### config.mk
export PLATFORM = sky130hd
export DESIGN_NAME = adc_hex_uart
export DESIGN_NICKNAME = d
export VERILOG_FILES = /design/src/rtl/adc_hex_uart.sv
export SDC_FILE = /design/constraint.sdc
export NUM_CORES = 1
export LEC_CHECK = 0
export CORE_MARGIN = 3
export CORE_UTILIZATION = 31
export DETAILED_ROUTE_END_ITERATION = 8
export GPL_TIMING_DRIVEN = 1
export PLACE_DENSITY = 0.44
export SLEW_MARGIN = 20
export SYNTH_ARGS = -nofsm -noshare
export SYNTH_HDL_FRONTEND = slang
export SYNTH_SLANG_ARGS = --single-unit
### constraint.sdc
create_clock -name clk -period 4.3 [get_ports clk]
set_input_delay 0.86 -clock clk [delete_from_list [all_inputs] [get_ports clk]]
set_output_delay 0.86 -clock clk [all_outputs]
set_load 0.01 [all_outputs]
### src/rtl/adc_hex_uart.sv
// ---------------------------------------------------------------------------
// adc_hex_uart
// Streams each captured 16-bit filtered ADC word as one ASCII line "HHHH\r\n"
// (four uppercase hex digits, CR, LF) on a UART TX pin, 8N1, LSB first.
// A one-deep holding register absorbs a sample that arrives while a line is
// in flight; a sticky flag reports samples lost by overwriting that register.
//
// Ports
//   clk         in   1   system clock
//   rst_n       in   1   synchronous active-low reset
//   sample      in   16  filtered ADC word, used only while sample_vld=1
//   sample_vld  in   1   one-cycle capture strobe
//   enable      in   1   1 = accept samples; 0 = finish current line, then idle
//   txd         out  1   UART TX line, idle high
//   busy        out  1   high while a line is being transmitted
//   overrun     out  1   sticky: a held sample was overwritten before sending
// ---------------------------------------------------------------------------
module adc_hex_uart #(
    parameter int unsigned BAUD_DIV = 87
) (
    input  logic        clk,
    input  logic        rst_n,
    input  logic [15:0] sample,
    input  logic        sample_vld,
    input  logic        enable,
    output logic        txd,
    output logic        busy,
    output logic        overrun
);

    localparam logic [1:0]  ST_IDLE   = 2'd0;
    localparam logic [1:0]  ST_START  = 2'd1;
    localparam logic [1:0]  ST_DATA   = 2'd2;
    localparam logic [1:0]  ST_STOP   = 2'd3;
    localparam logic [15:0] BAUD_LAST = 16'(BAUD_DIV - 1);
    localparam logic [2:0]  CHAR_LAST = 3'd5;

    // ASCII code of one hex nibble, uppercase letters
    function automatic logic [7:0] hex_char(input logic [3:0] n);
        logic [7:0] c;
        if (n <= 4'd9) begin
            c = 8'h30 + {4'h0, n};
        end else begin
            c = 8'h37 + {4'h0, n};
        end
        return c;
    endfunction

    // Character idx of the line built from word w
    function automatic logic [7:0] line_char(input logic [15:0] w, input logic [2:0] idx);
        logic [7:0] c;
        case (idx)
            3'd0:    c = hex_char(w[15:12]);
            3'd1:    c = hex_char(w[11:8]);
            3'd2:    c = hex_char(w[7:4]);
            3'd3:    c = hex_char(w[3:0]);
            3'd4:    c = 8'h0D;
            3'd5:    c = 8'h0A;
            default: c = 8'h0A;
        endcase
        return c;
    endfunction

    logic [1:0]  state_q,    state_d;
    logic [15:0] baud_q,     baud_d;
    logic [2:0]  bit_q,      bit_d;
    logic [2:0]  char_q,     char_d;
    logic [15:0] line_q,     line_d;
    logic [15:0] hold_q,     hold_d;
    logic        hold_vld_q, hold_vld_d;
    logic        overrun_q,  overrun_d;
    logic        txd_q,      txd_d;
    logic        busy_q,     busy_d;

    logic        accept_s;
    logic        baud_done_s;
    logic        line_end_s;
    logic        hold_go_s;
    logic [7:0]  char_byte_s;

    assign accept_s    = sample_vld && enable;
    assign baud_done_s = (baud_q == BAUD_LAST);
    assign line_end_s  = (state_q == ST_STOP) && baud_done_s && (char_q == CHAR_LAST);
    // A held word only launches while enable is still high
    assign hold_go_s   = hold_vld_q && enable;

    // Next-state logic: bit framing FSM, holding register and line-start choice
    always_comb begin
        state_d    = state_q;
        baud_d     = baud_q;
        bit_d      = bit_q;
        char_d     = char_q;
        line_d     = line_q;
        hold_d     = hold_q;
        hold_vld_d = hold_vld_q;
        overrun_d  = overrun_q;

        case (state_q)
            ST_IDLE: begin
                if (accept_s) begin
                    state_d = ST_START;
                    line_d  = sample;
                    char_d  = 3'd0;
                    baud_d  = 16'd0;
                    bit_d   = 3'd0;
                end else begin
                    baud_d  = 16'd0;
                end
            end
            ST_START: begin
                if (baud_done_s) begin
                    state_d = ST_DATA;
                    baud_d  = 16'd0;
                    bit_d   = 3'd0;
                end else begin
                    baud_d  = baud_q + 16'd1;
                end
            end
            ST_DATA: begin
                if (baud_done_s) begin
                    baud_d = 16'd0;
                    if (bit_q == 3'd7) begin
                        state_d = ST_STOP;
                    end else begin
                        bit_d   = bit_q + 3'd1;
                    end
                end else begin
                    baud_d = baud_q + 16'd1;
                end
            end
            ST_STOP: begin
                if (baud_done_s) begin
                    baud_d = 16'd0;
                    bit_d  = 3'd0;
                    if (char_q != CHAR_LAST) begin
                        state_d = ST_START;
                        char_d  = char_q + 3'd1;
                    end else if (hold_go_s) begin
                        // Held word has priority over a strobe on the same cycle
                        state_d = ST_START;
                        char_d  = 3'd0;
                        line_d  = hold_q;
                    end else if (accept_s) begin
                        state_d = ST_START;
                        char_d  = 3'd0;
                        line_d  = sample;
                    end else begin
                        state_d = ST_IDLE;
                        char_d  = 3'd0;
                    end
                end else begin
                    baud_d = baud_q + 16'd1;
                end
            end
            default: begin
                state_d = ST_IDLE;
                baud_d  = 16'd0;
                bit_d   = 3'd0;
                char_d  = 3'd0;
            end
        endcase

        if (!enable) begin
            hold_vld_d = 1'b0;
        end else if (line_end_s && hold_vld_q) begin
            // Held word leaves; a same-cycle strobe refills without overrun
            hold_vld_d = sample_vld;
            if (sample_vld) begin
                hold_d = sample;
            end else begin
                hold_d = hold_q;
            end
        end else if (sample_vld && (state_q != ST_IDLE) && !line_end_s) begin
            if (hold_vld_q) begin
                overrun_d = 1'b1;
            end else begin
                overrun_d = overrun_q;
            end
            hold_d     = sample;
            hold_vld_d = 1'b1;
        end else begin
            hold_vld_d = hold_vld_q;
        end
    end

    assign char_byte_s = line_char(line_d, char_d);

    // Output decode from the next state so txd and busy come straight from flops
    always_comb begin
        case (state_d)
            ST_START: txd_d = 1'b0;
            ST_DATA:  txd_d = char_byte_s[bit_d];
            ST_STOP:  txd_d = 1'b1;
            default:  txd_d = 1'b1;
        endcase
        if (state_d != ST_IDLE) begin
            busy_d = 1'b1;
        end else begin
            busy_d = 1'b0;
        end
    end

    // State and output registers with synchronous active-low reset
    always_ff @(posedge clk) begin
        if (!rst_n) begin
            state_q    <= ST_IDLE;
            baud_q     <= 16'd0;
            bit_q      <= 3'd0;
            char_q     <= 3'd0;
            line_q     <= 16'd0;
            hold_q     <= 16'd0;
            hold_vld_q <= 1'b0;
            overrun_q  <= 1'b0;
            txd_q      <= 1'b1;
            busy_q     <= 1'b0;
        end else begin
            state_q    <= state_d;
            baud_q     <= baud_d;
            bit_q      <= bit_d;
            char_q     <= char_d;
            line_q     <= line_d;
            hold_q     <= hold_d;
            hold_vld_q <= hold_vld_d;
            overrun_q  <= overrun_d;
            txd_q      <= txd_d;
            busy_q     <= busy_d;
        end
    end

    assign txd     = txd_q;
    assign busy    = busy_q;
    assign overrun = overrun_q;

endmodule

==> impl_metrics.ini, run 1 <==
[logic_synthesis]
synth_xor_area_frac = 0.02157
synth_cell_type_count = 83
synth-edff-count = 0
synth_compound_area_frac = 0.2508
synth_warnings = 0
synth_top_area_frac = 0.2958
synth_top_family_by_area = simple AND/OR/NAND/NOR gates
synthMuxAreaShare = 0.06040
synth_area_per_cell_sq_um = 8.120
synth_top_area_cell = dfxtp_1
yosys.area_share.simple = 0.2804
ys_seq_elements = 60
syn_nets = 535
synth_area_sq_um = 4060
yosysSeqAreaShare = 0.2958
synth_fa_ha_area_frac = 0.04622
synth_top_flop_cell = dfxtp_1
syn_inst = 500
async_flop_share = 0
synth_area_leaders = dfxtp_1, nor2_1, mux2i_1

[critical_path]
crit_arrival_ps = 4230
cp_slowest_stage_delay_ps = 600
path_max_fanout = 10
path_class = in -> reg
startpoint_type = primary input
crit_chain = clkdlybuf4s50_1, buf_4, nand2_1, mux2i_1, o31ai_1, a221oi_2, inv_1, ha_1, or2_2, o211ai_1, a211oi_1, nor2_1, buf_4, nor2_1, or4_1, nand4_1, a31oi_1
end_kind = flop
cp-startpoint = enable
r2r_start = baud_q[5]
r2r_slack_ps = 320
worstPathRequired_ps = 4510
cp_slowest_cell = clkdlybuf4s50_1

[global_routing]
grt_usage = 0.1804
grt_max_degree = 41
grt_pass1_wl_mm = 20.48
grt_pass1_vias = 3821
overflow = 0
antenna_found_initial = 0

[detailed_routing]
drt-total-wl_mm = 12.54
drc_errors = 0
routedWlPerCell_microns = 17.25
first_iter_violations = 255
vias = 3947
drt-pass1-iter-count = 5
postRouteAntennaNets = 0
viasPerCell = 5.429

[pwr]
p_leak_nw = 1.873
power_mw = 2.660
ir_drop_mv = 0.1649
power_density_nw_per_um2 = 526.8

[cts]
cts_resized = 0
htreeDepth = 3
cts_buffers = 9
clk_pin_slew_worst_paths_ps = 60
cts_sinks = 60
cts_max_path_buffers = 2
cts_root_buffer = clkbuf_16
cts_tree = yes
cts_setup_buffers = 0
hold_buffers = 0
clk_latency_ps = 340

[placed_design]
place_congestion = 1.017
hpwl_mm = 9.427
portBuffers = 22

[floorplan]
rows = 41
die_x_microns = 120.4
start_util = 0.3191
chipHeight_microns = 120.4
dieArea_sq_um = 14510
core_sq_um = 12720
pin_count = 23

[sta]
min_period_over_period = 0.9347
fmax_mhz = 248.8
finalMaxSlewViolations = 0
setup_viol = 0
min_period_ps = 4019
skew_ps = 6.665
slew_headroom = 0.4865
final-hold-violation-count = 0
setup_tns_ps = 0
worstMarginPinSlew_ps = 763.2
rsz0062_at_grt = false

[final_layout]
n_antenna_cell = 0
layout.nets = 585
drive_gt1_frac = 0.1640
areaGrowthSynthToFinish_pct = 24.38

[job]
max_cap_viol_count = 0

[min_path]
hp-class = reg -> reg
holdCritStartpoint = overrun

[outcome]
status = finished, final reports clean
per-layer routing:
layer  global-route usage  up-vias  part of all wire
met4              0.07720        0             0.028
met2               0.2899       86              0.46
met1               0.2361     1887              0.47
met5                    0        -                 0
met3              0.03461       19             0.039
li1                     -     1955                 -
per-stage QoR:
step / instance area, sq um / worst slack [ps] / cells / hold WS, ps / utilization
floorplan: 4060 / 471.1 / 500 / 450.9 / -
global placement: 4713 / -65.78 / 711 / 457.0 / 0.3705
detailed placement: 4713 / -60.53 / 711 / 473.7 / 0.3705
CTS: 5050 / 274.1 / 727 / 481.7 / 0.3969
global route: 5050 / 15.69 / 727 / 502.3 / 0.3969
finish: 5050 / 281.0 / 727 / 477.0 / 0.3969
synth_stat cells, types with 4 or more instances:
cell type	n
dfxtp_1	60
or3_1	6
nor3_1	14
a221oi_1	4
o21ai_1	5
xor2_1	5
a21oi_1	26
ha_1	15
nor2b_1	8
or2_2	4
a221oi_2	6
a21o_1	4
o21bai_1	4
nor2_1	82
and3_1	19
nand3_1	15
o31ai_1	4
nand2b_1	5
nand4_1	7
inv_1	12
nand2_1	19
o21ai_0	28
a211oi_1	5
mux2i_1	20
nand3b_1	4
clkbuf_1	20
a21boi_0	4
xnor2_1	5
and2_1	6
worst max-delay path: cells and delay by family:
| family | cells | cell delay [ps] |
|---|---|---|
| compound gates | 5 | 720 |
| fa+ha+maj | 1 | 200 |
| buf+inv | 4 | 1080 |
| mux | 1 | 200 |
| simple gates | 6 | 1170 |
final timing paths:
path              to  cells past startpoint
max reg2reg      txd                     14
max              txd                     17
min          overrun                      2
min reg2reg  overrun                      2
final cells by class:
type | instances | area (sq um)
clock buffers | 11 | 252.7
well taps | 172 | 215.2
clock inverters | 5 | 83.83
flip-flops and latches | 60 | 1201
multi-input cells | 400 | 2685
inverters | 13 | 48.80
fillers | 1371 | 7672
repair buffers | 66 | 563.0
cell families after synthesis:
logic type | after synthesis
mux | 24
compound gates | 136
simple gates | 215
flops | 60
buf+inv | 40
fa+ha+maj | 15
xor+xnor | 10
layout by cell type (no fill, tap or decap), types with 8 or more instances in the layout:
| cell type | n |
|---|---|
| nand2_1 | 19 |
| inv_1 | 12 |
| nor2_1 | 82 |
| buf_4 | 43 |
| nor3_1 | 14 |
| o21ai_0 | 28 |
| ha_1 | 15 |
| and3_1 | 19 |
| nand3_1 | 15 |
| clkbuf_16 | 9 |
| mux2i_1 | 20 |
| nor2b_1 | 8 |
| dfxtp_1 | 60 |
| a21oi_1 | 26 |
| clkdlybuf4s50_1 | 22 |
power by group:
group | total (mW) | switching, mW | internal [mW]
registers | 0.666 | 0.0469 | 0.619
logic | 1.18 | 0.675 | 0.508
clock network | 0.811 | 0.272 | 0.539
state kept, by name, indices dropped and copies added, names as in the netlist, 2 cells and up:
signal   cells
bit_q        3
baud_q      16
hold_q      16
char_q       3
line_q      16
state_q      2
Note: power is estimated with default switching activity, not from simulation.
==> run 2: changes to the inputs <==
Settings changed: SLEW_MARGIN 20 to 10.
==> results of run 2 <==
No change in the layout: final DEF, timing and power equal those of run 1.
